`src/rtl/hht_pkg.sv`:
```
`default_nettype none
// ==== hht_pkg : shared FSM state and FIFO entry layout for the HHT gather engine ====
// Revision 1.0
package hht_pkg;

   localparam int HHT_DATA_W = 32;

   typedef enum logic [1:0] {
      ST_IDLE  = 2'd0,
      ST_RUN   = 2'd1,
      ST_DRAIN = 2'd2,
      ST_DONE  = 2'd3
   } state_t;

   // FIFO entry as packed by the engine at the default word width: {data, idx, oob}
   typedef struct packed {
      logic [HHT_DATA_W-1:0] data;
      logic [HHT_DATA_W-1:0] idx;
      logic                  oob;
   } fifo_entry_t;

   function automatic int entry_width(input int data_w);
      return 2 * data_w + 1;
   endfunction

endpackage
`default_nettype wire

```
`src/rtl/hht_sync_fifo.sv`:
```
`default_nettype none
// ==== hht_sync_fifo : synchronous FIFO with registered storage and occupancy output ====
// Revision 1.0
module hht_sync_fifo #(
   parameter int WIDTH = 65,
   parameter int DEPTH = 8
) (
   input  logic                     clk,
   input  logic                     rst,
   input  logic                     push,
   input  logic [WIDTH-1:0]         push_data,
   input  logic                     pop,
   output logic                     valid,
   output logic [WIDTH-1:0]         head,
   output logic [$clog2(DEPTH):0]   level
);

   localparam int PTR_W = $clog2(DEPTH);
   localparam int LVL_W = $clog2(DEPTH) + 1;

   logic [WIDTH-1:0] mem [DEPTH];
   logic [PTR_W-1:0] wr_ptr;
   logic [PTR_W-1:0] rd_ptr;
   logic [LVL_W-1:0] count;
   logic             empty;
   logic             full;
   logic             do_push;
   logic             do_pop;

   assign empty   = (count == '0);
   assign full    = (count == LVL_W'(DEPTH));
   assign do_pop  = pop && !empty;
   // A pop in the same cycle frees the slot, so push at full is still taken
   assign do_push = push && (!full || do_pop);

   always_ff @(posedge clk or posedge rst) begin
      if (rst) begin
         wr_ptr <= '0;
         rd_ptr <= '0;
         count  <= '0;
      end else begin
         if (do_push) wr_ptr <= wr_ptr + PTR_W'(1);
         if (do_pop)  rd_ptr <= rd_ptr + PTR_W'(1);
         case ({do_push, do_pop})
            2'b10:   count <= count + LVL_W'(1);
            2'b01:   count <= count - LVL_W'(1);
            default: count <= count;
         endcase
      end
   end

   always_ff @(posedge clk) begin
      if (do_push) mem[wr_ptr] <= push_data;
   end

   assign valid = !empty;
   assign head  = mem[rd_ptr];
   assign level = count;

endmodule
`default_nettype wire

```
`src/rtl/hht_gather_engine.sv`:
```
`default_nettype none
// ==== hht_gather_engine : streams column indices, gathers vec[idx] and queues (value, index) pairs ====
// Revision 1.0
module hht_gather_engine
   import hht_pkg::*;
#(
   parameter int DATA_W     = HHT_DATA_W,
   parameter int ADDR_W     = 32,
   parameter int CNT_W      = 16,
   parameter int FIFO_DEPTH = 8
) (
   input  logic                          clk,
   input  logic                          rst,
   input  logic                          start,
   input  logic [ADDR_W-1:0]             col_base,
   input  logic [ADDR_W-1:0]             vec_base,
   input  logic [CNT_W-1:0]              col_count,
   input  logic [CNT_W-1:0]              vec_len,
   output logic [ADDR_W-1:0]             idx_addr,
   input  logic [DATA_W-1:0]             idx_data,
   output logic [ADDR_W-1:0]             vec_addr,
   input  logic [DATA_W-1:0]             vec_data,
   output logic                          out_valid,
   input  logic                          out_ready,
   output logic [DATA_W-1:0]             out_data,
   output logic [DATA_W-1:0]             out_idx,
   output logic                          out_oob,
   output logic                          busy,
   output logic                          done,
   output logic [$clog2(FIFO_DEPTH):0]   level
);

   localparam int LVL_W   = $clog2(FIFO_DEPTH) + 1;
   localparam int ENTRY_W = entry_width(DATA_W);

   state_t              state;
   state_t              state_next;

   logic [ADDR_W-1:0]   col_base_q;
   logic [ADDR_W-1:0]   vec_base_q;
   logic [CNT_W-1:0]    col_count_q;
   logic [CNT_W-1:0]    vec_len_q;
   logic [CNT_W-1:0]    issued;
   logic [CNT_W-1:0]    popped;
   logic [CNT_W-1:0]    popped_next;

   logic                s1_valid;
   logic [DATA_W-1:0]   idx_reg;
   logic [ADDR_W-1:0]   idx_addr_hold;
   logic [ADDR_W-1:0]   vec_addr_hold;
   logic [ADDR_W-1:0]   idx_addr_now;
   logic [ADDR_W-1:0]   vec_addr_now;

   logic                accept_start;
   logic                issue;
   logic                pop;
   logic                oob_now;
   logic [ENTRY_W-1:0]  push_entry;
   logic [ENTRY_W-1:0]  head_entry;
   logic [LVL_W-1:0]    fifo_level;
   logic                fifo_valid;

   // ---------------- FSM: state register ----------------
   always_ff @(posedge clk or posedge rst) begin
      if (rst) state <= ST_IDLE;
      else     state <= state_next;
   end

   // ---------------- FSM: next state ----------------
   always_comb begin
      state_next = state;
      case (state)
         ST_IDLE:  if (start) state_next = (col_count == '0) ? ST_DONE : ST_RUN;
         ST_RUN:   if (issued == col_count_q) state_next = ST_DRAIN;
         ST_DRAIN: if (popped_next == col_count_q) state_next = ST_DONE;
         ST_DONE:  state_next = ST_IDLE;
         default:  state_next = ST_IDLE;
      endcase
   end

   // ---------------- FSM: outputs ----------------
   // Credit check counts the element already in stage 1, so a push can never find the FIFO full.
   always_comb begin
      busy         = (state != ST_IDLE);
      done         = (state == ST_DONE);
      accept_start = (state == ST_IDLE) && start;
      issue        = (state == ST_RUN) && (issued < col_count_q) &&
                     ((fifo_level + LVL_W'(s1_valid)) < LVL_W'(FIFO_DEPTH));
   end

   assign pop         = fifo_valid && out_ready;
   assign popped_next = popped + CNT_W'(pop);

   // ---------------- Job registers and counters ----------------
   always_ff @(posedge clk or posedge rst) begin
      if (rst) begin
         col_base_q  <= '0;
         vec_base_q  <= '0;
         col_count_q <= '0;
         vec_len_q   <= '0;
         issued      <= '0;
         popped      <= '0;
      end else if (accept_start) begin
         col_base_q  <= col_base;
         vec_base_q  <= vec_base;
         col_count_q <= col_count;
         vec_len_q   <= vec_len;
         issued      <= '0;
         popped      <= '0;
      end else begin
         if (issue) issued <= issued + CNT_W'(1);
         popped <= popped_next;
      end
   end

   // ---------------- Gather pipeline ----------------
   assign idx_addr_now = col_base_q + ADDR_W'(issued);
   assign vec_addr_now = vec_base_q + ADDR_W'(idx_reg);

   always_ff @(posedge clk or posedge rst) begin
      if (rst) begin
         s1_valid      <= 1'b0;
         idx_reg       <= '0;
         idx_addr_hold <= '0;
         vec_addr_hold <= '0;
      end else begin
         s1_valid <= issue;
         if (issue) begin
            idx_reg       <= idx_data;
            idx_addr_hold <= idx_addr_now;
         end
         if (s1_valid) vec_addr_hold <= vec_addr_now;
      end
   end

   // Memory addresses present the live lookup only while it is in use, otherwise the last one
   assign idx_addr = issue    ? idx_addr_now : idx_addr_hold;
   assign vec_addr = s1_valid ? vec_addr_now : vec_addr_hold;

   assign oob_now    = (idx_reg >= DATA_W'(vec_len_q));
   assign push_entry = {(oob_now ? {DATA_W{1'b0}} : vec_data), idx_reg, oob_now};

   hht_sync_fifo #(
      .WIDTH (ENTRY_W),
      .DEPTH (FIFO_DEPTH)
   ) u_fifo (
      .clk       (clk),
      .rst       (rst),
      .push      (s1_valid),
      .push_data (push_entry),
      .pop       (out_ready),
      .valid     (fifo_valid),
      .head      (head_entry),
      .level     (fifo_level)
   );

   assign out_valid = fifo_valid;
   assign out_data  = head_entry[ENTRY_W-1 -: DATA_W];
   assign out_idx   = head_entry[DATA_W:1];
   assign out_oob   = head_entry[0];
   assign level     = fifo_level;

endmodule
`default_nettype wire

```
`config.mk`:
```
export PLATFORM = sky130hd
export DESIGN_NAME = hht_gather_engine
export DESIGN_NICKNAME = d
export VERILOG_FILES = /design/src/rtl/hht_pkg.sv /design/src/rtl/hht_sync_fifo.sv /design/src/rtl/hht_gather_engine.sv
export SDC_FILE = /design/constraint.sdc
export NUM_CORES = 1
export LEC_CHECK = 0
export CAP_MARGIN = 20
export CORE_MARGIN = 2
export CORE_UTILIZATION = 40
export DETAILED_ROUTE_END_ITERATION = 16
export MAX_ROUTING_LAYER = met4
export PLACE_DENSITY = 0.57
export RECOVER_POWER = 50
export SYNTH_ARGS = -nofsm -noshare
export SYNTH_HDL_FRONTEND = slang
export SYNTH_SLANG_ARGS = --single-unit
```
`constraint.sdc`:
```
create_clock -name clk -period 8.48 [get_ports clk]
set_input_delay 0.848 -clock clk [delete_from_list [all_inputs] [get_ports clk]]
set_output_delay 0.848 -clock clk [all_outputs]
set_load 0.02 [all_outputs]
```
==> out/results.tsv <==
stage	metric	value	unit
run_status	outcome	finished with violations	
run_status	violations	capacitance limit, slew limit	
cts	insertion_delay	0.63	ns
placement	dp.cells	3579	
sta	fin_crit_sh	0.691	
cts	clk_pin_slew	0.06	ns
cts	hold_buffers	0	
floorplan	start_util	0.403	
global_route	grt_util_met2	0.335	
cells_and_area	fin_util	0.489	
sta	maxSlewHeadroom	-2.19	
synth	synth_edf_count	520	
synth	async_flop_share	0.313	
worst_hold_path	min_path_type	register to register	
cts	cts_buffer_depth	3	
cells_and_area	final_cell_area	40000	µm²
worst_hold_path	min_from	col_base_q[11]$_DFFE_PP0P_	
critical_path	setup.worst_path.start	issued[13]$_DFFE_PP0P_	
placement	dpl.hpwl	54300	µm
detailed_routing	drt_iter0_markers	1210	
synth	ys_top_cells_by_count	edfxtp_1, nand2_1, dfrtp_1	
synth	yosysTopAreaCell	edfxtp_1	
placement	globalplace.congestion	0.918	
cells_and_area	largest_register_ffs	520	
synth	synthFlopType	edfxtp_1	
global_route	busiest_layer	met2	
cts	h-tree-depth	3	
floorplan	die_area	84700	µm²
detailed_routing	postRouteAntennaNets	0	
floorplan	ios	300	
critical_path	end_kind	primary output	
synth	ys_warn_count	0	
cells_and_area	area_growth	21.4	%
power_and_ir_drop	p_per_area	234	nW/µm²
cts	cts.sinks	757	
cts	cts_resized	0	
cts	cts_buffers	83	
power_and_ir_drop	ir_worst_vdd	0.195	mV
cells_and_area	largest-register	u_fifo.mem	
critical_path	crit_type	register to primary output	
floorplan	die_height	291	µm
critical_path	worstRegToRegCells	6	
global_route	antenna_found_initial	13	
global_route	grt_pass1_wl	130000	µm
detailed_routing	dr.pass1.iters	7	
sta	hold_viol_final	0	
synth	synth_top_area_share	0.474	
worst_hold_path	holdPathStages	2	
critical_path	critPathMaxFanout	52	
critical_path	startpoint_type	register	
cells_and_area	nFillCells	7068	
sta	maxSlewViolCount	652	
critical_path	r2r_start	state[1]$_DFFE_PP0P_	
sta	finalSetupViolCount	0	
detailed_routing	drcViolationCount	0	
global_route	grt_max_degree	107	
sta	holdWs	0.481	ns
placement	place_area	37200	µm²
global_route	grt_use_total	0.209	
global_route	overflow	0	
sta	fin_tns_setup	0	ns
sta	rsz0062_at_grt	false	
cells_and_area	fin_cells	3743	
synth	syn_area_per_cell	14.5	µm²
detailed_routing	num_vias	19700	
floorplan	fp.coreArea	81800	µm²
cells_and_area	fin_nets	2853	
synth	synth-seq-cells	757	
synth	yosysSeqAreaShare	0.654	
detailed_routing	wl	85500	µm
global_route	use_met3	0.0546	
placement	io_buffer_count	299	
synth	synthDistinctLibCells	69	
synth	synth.most_common_cell	edfxtp_1	
global_route	use_met1	0.261	
floorplan	row_count	105	
synth	synthTopCellsByArea	edfxtp_1, dfrtp_1, mux4_2	
synth	syn_nets	2538	
sta	worst_slack	2.62	ns
sta	fmax	171	MHz
detailed_routing	drt-vias-per-instance	5.27	
placement	dp_slack	3.51	ns
sta	skew	0.0166	ns
power_and_ir_drop	leakage	14.0	nW
critical_path	critPathArrivalTime	5.01	ns
cts	clockRootBuffer	clkbuf_16	
run	maxCapViolations	15	
global_route	grt_pass1_vias	21100	
sta	tightest_slew	4.75	ns
synth	synthCells	2280	
power_and_ir_drop	finalPower	9.37	mW
synth	syn_area	33000	µm²
cells_and_area	drive_gt1_frac	0.141	
cts	postCtsSetupRepairBufs	0	
detailed_routing	wl_per_cell	22.8	µm
sta	finalCriticalPeriod	5.86	ns
cts	cts_tree	done	
floorplan	die_w	291	µm
critical_path	required	7.63	ns
## final timing paths
path                                                     end  slack [ns]
worst max-delay path                             idx_addr[4]        2.62
worst min-delay path              col_base_q[11]$_DFFE_PP0P_        0.48
worst max register to register     vec_base_q[1]$_DFFE_PP0P_        3.02
worst min register to register    col_base_q[11]$_DFFE_PP0P_        0.48
max in group asynchronous       u_fifo.rd_ptr[1]$_DFFE_PP0N_        2.85
min in group asynchronous         col_base_q[20]$_DFFE_PP0P_        2.14
## area by class of cell
class / instances / area, µm² / area share
Antenna cell: 12 / 30.0 / 0.000751
Clock buffer: 114 / 2290 / 0.0574
Clock inverter: 37 / 500 / 0.0125
Inverter: 100 / 377 / 0.00941
Multi-Input combinational cell: 1326 / 10700 / 0.268
Sequential cell: 757 / 21600 / 0.539
Tap cell: 1070 / 1340 / 0.0335
Timing Repair Buffer: 327 / 3200 / 0.0800
## where the power goes
part           internal, mW  switching [mW]  total (mW)
Clock                  2.19            1.49        3.67
Combinational         0.857           0.748        1.60
Sequential             3.95           0.144        4.10
## metal layers
| layer | part of all wire | vias up |
|---|---|---|
| met2 | 0.48 | 556 |
| met4 | 0.029 | 0 |
| li1 | - | 9152 |
| met5 | 0 | - |
| met3 | 0.069 | 148 |
| met1 | 0.42 | 9879 |
## logic make-up (layout without fill, tap and decap cells)
family,count (synthesis),after routing,synth area share
AO/OA/AOI/OAI,307,307,0.0621
XOR/XNOR,92,92,0.0261
adder cells (fa/ha/maj),94,94,0.0364
buffers and inverters,197,578,0.0226
flip-flops,757,757,0.654
multiplexers,216,216,0.118
other,0,12,0
AND/OR/NAND/NOR,617,617,0.0812
## placed cells by master, fill, tap and decap left out, types with 10 or more instances in the layout
master / instances
inv_1: 98
diode_2: 12
clkinv_2: 13
mux2_1: 10
a21oi_1: 60
a21o_1: 43
mux4_2: 130
nand4_1: 20
xor2_1: 24
a211oi_1: 41
clkbuf_16: 84
clkdlybuf4s50_1: 293
nor3_1: 19
xnor2_1: 64
nand3_1: 29
buf_4: 18
ha_1: 91
dfrtp_1: 235
o21ai_0: 86
nor2_1: 59
mux2_2: 74
clkbuf_1: 28
edfxtp_1: 520
nand2b_1: 11
nor4_1: 14
and3_1: 15
nand2_1: 408
## critical path: stages, from the launching register on
cell and delay (ns):
dfrtp_1 0.44, ha_1 0.32, nand4_1 0.12, or2_2 0.33
a21oi_1 0.64, or2_4 0.58, buf_4 0.56, inv_1 0.08
buf_4 0.30, mux2_2 0.33, clkdlybuf4s50_1 0.61
Note: power is estimated with default switching activity, not from simulation.
